==> src/rtl/kf_cfg_sequencer_pkg.sv <==
// ============================================================================
// kf_cfg_sequencer_pkg : shared types and constants for the config sequencer
// Rev 1.0
// ============================================================================
`default_nettype none

package kf_cfg_sequencer_pkg;

    localparam int KF_NEURON_ID_BITS   = 10;
    localparam int KF_SYNAPSE_ID_BITS  = 12;
    localparam int KF_CFG_QUIET_CYCLES = 2;

    typedef struct packed {
        logic [1:0]                    sel;
        logic [KF_SYNAPSE_ID_BITS-1:0] addr;
        logic [31:0]                   wdata;
        logic                          last;
    } kf_cfg_cmd_t;

    typedef enum logic [2:0] {
        CFGSEQ_IDLE   = 3'd0,
        CFGSEQ_DRAIN  = 3'd1,
        CFGSEQ_WRITE  = 3'd2,
        CFGSEQ_SETTLE = 3'd3,
        CFGSEQ_FLUSH  = 3'd4
    } kf_cfgseq_state_t;

    function automatic logic [15:0] sat_inc16(input logic [15:0] v);
        return (v == 16'hFFFF) ? v : v + 16'd1;
    endfunction

endpackage

`default_nettype wire

==> src/rtl/kf_cfg_sequencer_if.sv <==
// ============================================================================
// kf_spike_if / kf_cfg_cmd_if : spike stream and config command handshakes
// Rev 1.0
// ============================================================================
`default_nettype none

interface kf_spike_if;
    import kf_cfg_sequencer_pkg::*;

    logic                         valid;
    logic                         ready;
    logic [KF_NEURON_ID_BITS-1:0] pre_id;
    logic [7:0]                   payload;

    modport master (output valid, output pre_id, output payload, input ready);
    modport slave  (input valid, input pre_id, input payload, output ready);
endinterface

interface kf_cfg_cmd_if;
    import kf_cfg_sequencer_pkg::*;

    logic        valid;
    logic        ready;
    kf_cfg_cmd_t cmd;

    modport master (output valid, output cmd, input ready);
    modport slave  (input valid, input cmd, output ready);
endinterface

`default_nettype wire

==> src/rtl/kf_cfg_sequencer_spike_gate.sv <==
// ============================================================================
// kf_spike_gate : valid/ready gate between router local port and core input
// Rev 1.0
// ============================================================================
`default_nettype none

module kf_spike_gate (
    input  logic       gate_req,
    output logic       safe_to_close,
    kf_spike_if.slave  up,
    kf_spike_if.master dn
);

    // Closing is only glitch-free when no spike is mid-handshake; the
    // controller waits for safe_to_close before raising gate_req.
    assign safe_to_close = !(up.valid && !dn.ready);

    assign dn.valid   = up.valid && !gate_req;
    assign up.ready   = dn.ready && !gate_req;
    assign dn.pre_id  = up.pre_id;
    assign dn.payload = up.payload;

endmodule

`default_nettype wire

==> src/rtl/kf_cfg_sequencer.sv <==
// ============================================================================
// kf_cfg_sequencer : quiesces spike ingress, drains the core, issues config
// Rev 1.0
// ============================================================================
`default_nettype none

module kf_cfg_sequencer
    import kf_cfg_sequencer_pkg::*;
#(
    parameter int DRAIN_TIMEOUT = 1024,
    parameter int SETTLE_CYCLES = 2
) (
    input  logic                          clk,
    input  logic                          rst_n,
    kf_cfg_cmd_if.slave                   cmd,
    kf_spike_if.slave                     up,
    kf_spike_if.master                    dn,
    input  logic                          core_busy,
    output logic                          cfg_we,
    output logic [1:0]                    cfg_sel,
    output logic [KF_SYNAPSE_ID_BITS-1:0] cfg_addr,
    output logic [31:0]                   cfg_wdata,
    output logic                          cfg_active,
    output logic                          cfg_done,
    output logic                          cfg_error,
    output logic [15:0]                   write_count
);

    localparam int DRAIN_W  = (DRAIN_TIMEOUT > 1) ? $clog2(DRAIN_TIMEOUT) : 1;
    localparam int SETTLE_W = (SETTLE_CYCLES > 1) ? $clog2(SETTLE_CYCLES) : 1;
    localparam int QUIET_W  = $clog2(KF_CFG_QUIET_CYCLES);

    localparam logic [DRAIN_W-1:0]  DRAIN_LAST  = DRAIN_W'(DRAIN_TIMEOUT - 1);
    localparam logic [SETTLE_W-1:0] SETTLE_LAST = SETTLE_W'(SETTLE_CYCLES - 1);
    localparam logic [QUIET_W-1:0]  QUIET_LAST  = QUIET_W'(KF_CFG_QUIET_CYCLES - 1);

    kf_cfgseq_state_t    state;
    kf_cfgseq_state_t    state_nxt;
    logic [DRAIN_W-1:0]  drain_cnt;
    logic [SETTLE_W-1:0] settle_cnt;
    logic [QUIET_W-1:0]  quiet_cnt;
    logic                safe_to_close;
    logic                cmd_rdy;
    logic                go_drain;
    logic                drain_expired;
    logic                accept;

    kf_spike_gate u_gate (
        .gate_req      (cfg_active),
        .safe_to_close (safe_to_close),
        .up            (up),
        .dn            (dn)
    );

    assign cmd.ready = cmd_rdy;

    always_ff @(posedge clk or negedge rst_n) begin
        if (!rst_n) begin
            state <= CFGSEQ_IDLE;
        end else begin
            state <= state_nxt;
        end
    end

    always_comb begin
        state_nxt     = state;
        cmd_rdy       = 1'b0;
        go_drain      = 1'b0;
        drain_expired = 1'b0;
        accept        = 1'b0;
        cfg_active    = (state != CFGSEQ_IDLE);
        cfg_done      = 1'b0;
        case (state)
            CFGSEQ_IDLE: begin
                if (cmd.valid && safe_to_close) begin
                    state_nxt = CFGSEQ_DRAIN;
                    go_drain  = 1'b1;
                end
            end
            CFGSEQ_DRAIN: begin
                // A completed quiet window wins over a timeout in the same cycle.
                if (!core_busy && quiet_cnt == QUIET_LAST) begin
                    state_nxt = CFGSEQ_WRITE;
                end else if (drain_cnt == DRAIN_LAST) begin
                    state_nxt     = CFGSEQ_FLUSH;
                    drain_expired = 1'b1;
                end
            end
            CFGSEQ_WRITE: begin
                cmd_rdy = 1'b1;
                if (cmd.valid) begin
                    accept = 1'b1;
                    if (cmd.cmd.last) begin
                        state_nxt = CFGSEQ_SETTLE;
                    end
                end
            end
            CFGSEQ_SETTLE: begin
                if (settle_cnt == SETTLE_LAST) begin
                    cfg_done  = 1'b1;
                    state_nxt = CFGSEQ_IDLE;
                end
            end
            CFGSEQ_FLUSH: begin
                cmd_rdy = 1'b1;
                if (cmd.valid && cmd.cmd.last) begin
                    state_nxt = CFGSEQ_IDLE;
                end
            end
            default: begin
                state_nxt = CFGSEQ_IDLE;
            end
        endcase
    end

    always_ff @(posedge clk or negedge rst_n) begin
        if (!rst_n) begin
            cfg_we      <= 1'b0;
            cfg_sel     <= '0;
            cfg_addr    <= '0;
            cfg_wdata   <= '0;
            cfg_error   <= 1'b0;
            write_count <= '0;
            drain_cnt   <= '0;
            settle_cnt  <= '0;
            quiet_cnt   <= '0;
        end else begin
            cfg_we <= accept;
            if (accept) begin
                cfg_sel     <= cmd.cmd.sel;
                cfg_addr    <= cmd.cmd.addr;
                cfg_wdata   <= cmd.cmd.wdata;
                write_count <= sat_inc16(write_count);
            end else if (go_drain) begin
                write_count <= '0;
            end

            if (go_drain) begin
                cfg_error <= 1'b0;
            end else if (drain_expired) begin
                cfg_error <= 1'b1;
            end

            drain_cnt  <= (state == CFGSEQ_DRAIN)  ? drain_cnt + DRAIN_W'(1)   : '0;
            settle_cnt <= (state == CFGSEQ_SETTLE) ? settle_cnt + SETTLE_W'(1) : '0;
            quiet_cnt  <= (state == CFGSEQ_DRAIN && !core_busy) ? quiet_cnt + QUIET_W'(1) : '0;
        end
    end

endmodule

`default_nettype wire

==> src/flat_wrapper.sv <==
// flat-port wrapper written by rule: the top's interface ports become plain ports
module kf_cfg_sequencer_flat import kf_cfg_sequencer_pkg::*;
#(
    parameter int DRAIN_TIMEOUT = 1024,
    parameter int SETTLE_CYCLES = 2
)
  (clk, rst_n, core_busy, cfg_we, cfg_sel, cfg_addr, cfg_wdata, cfg_active, cfg_done, cfg_error, write_count, cmd_valid, cmd_cmd, cmd_ready, up_valid, up_pre_id, up_payload, up_ready, dn_valid, dn_pre_id, dn_payload, dn_ready);
  kf_cfg_cmd_if cmd_i ();
  kf_spike_if up_i ();
  kf_spike_if dn_i ();
  input  logic clk;
  input  logic rst_n;
  input  logic core_busy;
  output logic cfg_we;
  output logic [1:0] cfg_sel;
  output logic [KF_SYNAPSE_ID_BITS-1:0] cfg_addr;
  output logic [31:0] cfg_wdata;
  output logic cfg_active;
  output logic cfg_done;
  output logic cfg_error;
  output logic [15:0] write_count;
  input wire logic [$bits(cmd_i.valid)-1:0] cmd_valid;
  input wire logic [$bits(cmd_i.cmd)-1:0] cmd_cmd;
  output wire logic [$bits(cmd_i.ready)-1:0] cmd_ready;
  input wire logic [$bits(up_i.valid)-1:0] up_valid;
  input wire logic [$bits(up_i.pre_id)-1:0] up_pre_id;
  input wire logic [$bits(up_i.payload)-1:0] up_payload;
  output wire logic [$bits(up_i.ready)-1:0] up_ready;
  output wire logic [$bits(dn_i.valid)-1:0] dn_valid;
  output wire logic [$bits(dn_i.pre_id)-1:0] dn_pre_id;
  output wire logic [$bits(dn_i.payload)-1:0] dn_payload;
  input wire logic [$bits(dn_i.ready)-1:0] dn_ready;
  assign cmd_i.valid = cmd_valid;
  assign cmd_i.cmd = cmd_cmd;
  assign cmd_ready = cmd_i.ready;
  assign up_i.valid = up_valid;
  assign up_i.pre_id = up_pre_id;
  assign up_i.payload = up_payload;
  assign up_ready = up_i.ready;
  assign dn_valid = dn_i.valid;
  assign dn_pre_id = dn_i.pre_id;
  assign dn_payload = dn_i.payload;
  assign dn_i.ready = dn_ready;
  kf_cfg_sequencer #(.DRAIN_TIMEOUT(DRAIN_TIMEOUT), .SETTLE_CYCLES(SETTLE_CYCLES)) u_core (.clk(clk), .rst_n(rst_n), .cmd(cmd_i), .up(up_i), .dn(dn_i), .core_busy(core_busy), .cfg_we(cfg_we), .cfg_sel(cfg_sel), .cfg_addr(cfg_addr), .cfg_wdata(cfg_wdata), .cfg_active(cfg_active), .cfg_done(cfg_done), .cfg_error(cfg_error), .write_count(write_count));
endmodule
==> config.mk <==
export PLATFORM = sky130hd
export DESIGN_NAME = kf_cfg_sequencer_flat
export DESIGN_NICKNAME = d
export VERILOG_FILES = /design/src/rtl/kf_cfg_sequencer_pkg.sv /design/src/rtl/kf_cfg_sequencer_if.sv /design/src/rtl/kf_cfg_sequencer_spike_gate.sv /design/src/rtl/kf_cfg_sequencer.sv /design/src/flat_wrapper.sv
export SDC_FILE = /design/constraint.sdc
export NUM_CORES = 1
export LEC_CHECK = 0
export BUFFER_PORTS_ARGS = -buffer_cell sky130_fd_sc_hd__buf_2
export CORE_MARGIN = 5
export CORE_UTILIZATION = 35
export CTS_BUF_LIST = sky130_fd_sc_hd__clkbuf_8
export DETAILED_ROUTE_END_ITERATION = 6
export GPL_ROUTABILITY_DRIVEN = 1
export PLACE_DENSITY = 0.7
export REMOVE_ABC_BUFFERS = 1
export SKIP_LAST_GASP = 1
export SYNTH_ARGS = -nofsm -noshare
export SYNTH_HDL_FRONTEND = slang
export SYNTH_HIERARCHICAL = 1
export SYNTH_SLANG_ARGS = --single-unit
==> constraint.sdc <==
create_clock -name clk -period 3 [get_ports clk]
set_clock_uncertainty 0.2 [all_clocks]
set_input_delay 0.75 -clock clk [delete_from_list [all_inputs] [get_ports clk]]
set_output_delay 0.75 -clock clk [all_outputs]
set_load 0.005 [all_outputs]
* Word level (Yosys, flattened, before mapping)
Index checks and enable logic that the tools add are counted.
** Storage, ports and cells
- Bits in registers :: 79
** Operators by class
- Add/sub/neg operators :: 4
- Equality and inequality tests :: 13
- Muxes and demuxes :: 26
- Reduce and logical (&&, ||, !) cells :: 18
** Operator list (count)
- 2-to-1 mux 16 bit :: 3
- 2-to-1 mux 3 bit :: 7
- adder 16 x 1 -> 16 bit (second input constant) :: 1
- == test 16 bit (second input constant) :: 1
- case mux 3 bit (5 select lines) :: 1
- 2-to-1 mux 1 bit :: 14
- adder 10 x 1 -> 10 bit (second input constant) :: 1
- == test 10 bit (second input constant) :: 1
- 2-to-1 mux 10 bit :: 1
- logical AND 1 bit :: 7
- == test 3 x 2 -> 1 bit (second input constant) :: 2
- inequality test 2 x 1 -> 1 bit (second input constant) :: 3
- inequality test 2 bit (second input constant) :: 3
- AND reduction 6 bit :: 1
- zero test 1 bit :: 4
- nonzero test 2 bit :: 2
- == test 3 x 1 -> 1 bit (second input constant) :: 1
- == test 3 bit (second input constant) :: 1
- zero test 3 bit :: 1
- inequality test 3 x 1 -> 1 bit (second input constant) :: 1
- nonzero test 3 bit :: 1
- adder 1 bit (second input constant) :: 2
- AND reduction 2 bit :: 1
- OR reduction 2 bit :: 1

* Longest topological paths before layout
- Word-level depth :: 8
- Depth in mapped cells :: 8
- Gate-level depth less buffers :: 7

* Hierarchy
The synthesis kept the hierarchy.
** Modules (own cells, without submodules)
- kf_cfg_sequencer :: area an instance 3407.0 um^2, seq. area each 1976.9 um^2, cells each 370, instances 1
- kf_spike_gate :: area an instance 156.4 um^2, seq. area each 0.0 um^2, cells each 21, instances 1

* Least setup slack after synthesis
OpenSTA, ideal clock, no wires.
- Path kind :: input -> register
- Start :: in cmd_valid
- End :: reg u_core.write_count[15]
- Setup time :: 78 ps
- Path buffers :: 0
- Path slack :: 790 ps
- Data arrival time :: 1933 ps
- Cell stages on the path :: 5
- Cell sequence :: nor3b_2 nand2_2 a21o_1 or4_1 a21oi_1
** Between the ends
- Longest elaborated chain between the ends :: 5
- Elaborated cells on any way between the ends :: 9
- Those cells by class :: eq/ne: 1; mux: 5; reduce/logical: 3
** RTL lines
- start, declared :: RTL line flat_wrapper.sv:22 : input wire logic [$bits(cmd_i.valid)-1:0] cmd_valid;
- logical AND 1 bit :: RTL line kf_cfg_sequencer.sv:75 : if (cmd.valid && safe_to_close) begin
- 2-to-1 mux 1 bit :: RTL line kf_cfg_sequencer.sv:75
- 2-to-1 mux 1 bit :: RTL line kf_cfg_sequencer.sv:73 : case (state)
- nonzero test 2 bit (no line)
- AND reduction 2 bit (no line)
- end signal, assigned :: RTL line kf_cfg_sequencer.sv:133 : write_count <= sat_inc16(write_count);
- end, declared :: RTL line kf_cfg_sequencer.sv:26 : output logic [15:0] write_count
Several ways; a longest one is shown, not always the timed one.
A chain may end at the register's enable or synchronous reset.

* Final worst setup path
- Start :: reg u_core.state[1]
- End :: out dn_valid
** Between the ends
- Longest elaborated chain between the ends :: 3
** RTL lines
- start, declared :: RTL line kf_cfg_sequencer.sv:37 : kf_cfgseq_state_t state;
- start signal, assigned :: RTL line kf_cfg_sequencer.sv:61 : state <= state_nxt;
- nonzero test 3 bit :: RTL line kf_cfg_sequencer.sv:71 : cfg_active = (state != CFGSEQ_IDLE);
- zero test 1 bit :: RTL line kf_cfg_sequencer_spike_gate.sv:18 : assign dn.valid = up.valid && !gate_req;
- logical AND 1 bit :: RTL line kf_cfg_sequencer_spike_gate.sv:18
- end, declared :: RTL line flat_wrapper.sv:29 : output wire logic [$bits(dn_i.valid)-1:0] dn_valid;
No other way between the ends.

==> run_results.csv <==
group,metric,value,unit
status,status,"completed",
timing,finalSetupViolations,0,
clocking,clock_latency,340,ps
final_layout,antenna-diode-count,0,
routing,wl_per_cell,13.59,um
synth,synth_top_area_share,55.48,%
grt,grt_first_pass_wirelength,14.76,mm
floorplan,die_h,110.9,um
routing,routed_wirelength,8.587,mm
grt,grt_start_max_net_pins,44,
setup_path,worstPathArrival,1490,ps
timing,rsz0062_at_grt,"no",
final_layout,final_common_cell,"nand2_1",
synth,synth.mux.area_fraction,1.440,%
final_layout,layout_common_cells,"157 x nand2_1, 120 x buf_2, 79 x dfrtp_1",
clocking,cts-resized-gates,0,
placed_design,portBuffers,121,
synth,ys_types,50,
placed_design,place_inst,616,
floorplan,pin_count,158,
grt,antenna_found_initial,0,
routing,drt_pass1_iterations,4,
synth,synth_area_per_cell,9.114,sq um
placed_design,dp_hpwl,6.285,mm
timing,drv_slew,0,
setup_path,worstSetupStartpointType,"flop",
synth,synth.area.top_cells,"dfrtp_1 55%, nand2_1 17%, buf_4 4.0%",
routing,drc,0,
final_layout,nNetsFinal,567,
clocking,cts_post_setup_buffers_inserted,0,
final_layout,drive_above_1_share,30.26,%
floorplan,dieArea,0.01230,sq mm
final_layout,final_area,0.004374,sq mm
clocking,ctsLongestPathBuffers,2,
setup_path,crit_fanout,10,
grt,track_usage,14.33,%
synth,synth_top_area_cell,"dfrtp_1",
setup_path,endpoint_kind,"output port",
grt,grt_overflow_total,0,
routing,vias,2968,
floorplan,dieWidth,110.9,um
placed_design,dpl_cell_area,0.004175,sq mm
clocking,cts_max_level,3,
final_layout,multiInputGateArea,0.001366,sq mm
timing,finalCritPeriodShare,81.23,%
timing,fin_crit,2437,ps
routing,highest_layer,"met4",
floorplan,initial_core_util,36.12,%
final_layout,fillers,954,
synth,synth_seq_area_share,55.48,%
placed_design,dp_slack,574.3,ps
final_layout,stdcell_count,632,
timing,finalHoldViolCount,0,
synth,synth_top_family_by_area,"simple AND/OR/NAND/NOR gates",
routing,wl_met3,783,um
timing,tns,0,ps
final_layout,syn_to_final_growth,22.75,%
final_layout,seqCellArea,0.001977,sq mm
routing,wl_met1,3.795,mm
clocking,cts.sinks,79,
setup_path,reg2reg_depth,5,
synth,synthSimpleGateAreaFrac,28.34,%
routing,dr_wl_met2,3.977,mm
final_layout,finish.utilization,44.34,%
clocking,postCtsHoldBufs,0,
timing,maxSlewHeadroom,63.27,%
power_and_ir_drop,p_per_area,769.1,mW/mm^2
clocking,clkTransAtPathRegs,90,ps
timing,tightestPinTransition,546.4,ps
setup_path,cp.required,2050,ps
synth,syn_area,0.003563,sq mm
routing,drt.antenna.violating_nets,0,
synth,synth_warnings,6,
setup_path,reg2reg_setup_slack,910,ps
synth,synth_cells,391,
flow_run,drv_cap,0,
power_and_ir_drop,p_leak,2.399,nW
synth,yosys.area_share.xor_xnor,2.949,%
routing,viasPerCell,4.696,
clocking,cts_tree,"yes",
timing,timing.fmax,410.3,MHz
grt,grt_pass1_vias,2998,
synth,synthAdderAreaFrac,0.7022,%
timing,setup_slack,563.0,ps
synth,synth_compound_area_share,4.916,%
placed_design,place.gp.congestion,0.8701,
floorplan,core,0.009864,sq mm
floorplan,fp-row-count,36,
power_and_ir_drop,ir_worst_vdd,0.3787,mV
routing,drt-initial-drc-count,214,
clocking,root_buffer,"clkbuf_8",
min_path,hold_path_class,"in -> async",
synth,synth-seq-cells,79,
clocking,cts_buffers,9,
setup_path,path_class,"reg -> out",
-- metrics by stage --
| stage | total power [mW] | hold WS, ps |
|---|---|---|
| after floorplan | 2.090 | 237.2 |
| after global placement | 2.585 | 252.2 |
| after detailed placement | 2.629 | 257.4 |
| after CTS | 3.436 | 164.0 |
| after global routing | 3.658 | 169.9 |
| final | 3.364 | 164.8 |
-- state kept, by name, summed over array words and instances (netlist names) --
name and count:
u_core/cfg_error 1, u_core/drain_cnt 10, u_core/cfg_sel 2, u_core/settle_cnt 1, u_core/cfg_wdata 32, u_core/cfg_we 1, u_core/quiet_cnt 1, u_core/write_count 16
u_core/cfg_addr 12, u_core/state 3
-- worst paths after layout --
kind / from / to
worst min register to register: u_core/cfg_wdata[10] / u_core/cfg_wdata[10]
max in group asynchronous: rst_n / u_core/drain_cnt[7]
worst min-delay path: rst_n / u_core/write_count[13]
min in group clk: u_core/cfg_wdata[10] / u_core/cfg_wdata[10]
worst max-delay path: u_core/state[1] / dn_valid
worst max register to register: u_core/write_count[0] / u_core/write_count[15]
-- kinds of logic (layout without fill, tap and decap cells) --
family | count (synthesis) | after routing
compound gates | 26 | 26
xor+xnor | 12 | 12
fa+ha+maj | 2 | 2
buf+inv | 37 | 145
flops | 79 | 79
mux | 5 | 5
simple gates | 230 | 230
-- area by class of cell --
class	count	share of cell area, %
clock buffer	10	3.146
clock inverter	6	1.402
inverter	4	0.3432
multi-input combinational	275	31.24
sequential	79	45.19
tap	133	3.804
timing repair buffer	125	14.87
-- routing by layer --
metal,global-route usage (%),vias to the layer above
met2,21.89,128
met1,18.87,1382
met4,2.545,0
met5,0.8333,-
li1,-,1454
met3,6.605,4
-- cells in the mapped netlist, drive strengths merged --
cell,instances
a211o,1
a211oi,1
a21o,3
a21oi,6
a221o,1
a31o,1
a31oi,3
a41oi,1
and2,1
and3,7
and4,1
and4b,1
buf,23
clkbuf,10
dfrtp,79
ha,2
inv,4
mux2,1
mux2i,4
nand2,158
nand2b,2
nand3,14
nand3b,1
nand4,5
nor2,23
nor2b,3
nor3,5
nor3b,2
nor4,1
nor4bb,2
o211ai,1
o21a,1
o21ai,4
o21bai,1
o22ai,1
o31ai,1
or3,2
or3b,1
or4,1
xnor2,6
xor2,6
-- worst max-delay path, stage by stage, from the launching register on --
cell and delay (ps):
dfrtp_1 490, or3_1 440, nor2b_2 120, buf_2 110
-- power by group --
part | internal [mW] | total (mW) | switching (mW) | leakage, nW
clock | 0.403 | 0.778 | 0.375 | 0.0957
sequential | 1.39 | 1.60 | 0.208 | 1.03
combinational | 0.447 | 0.987 | 0.540 | 1.27
total | 2.24 | 3.36 | 1.12 | 2.40
(Power assumes the default switching activity.)
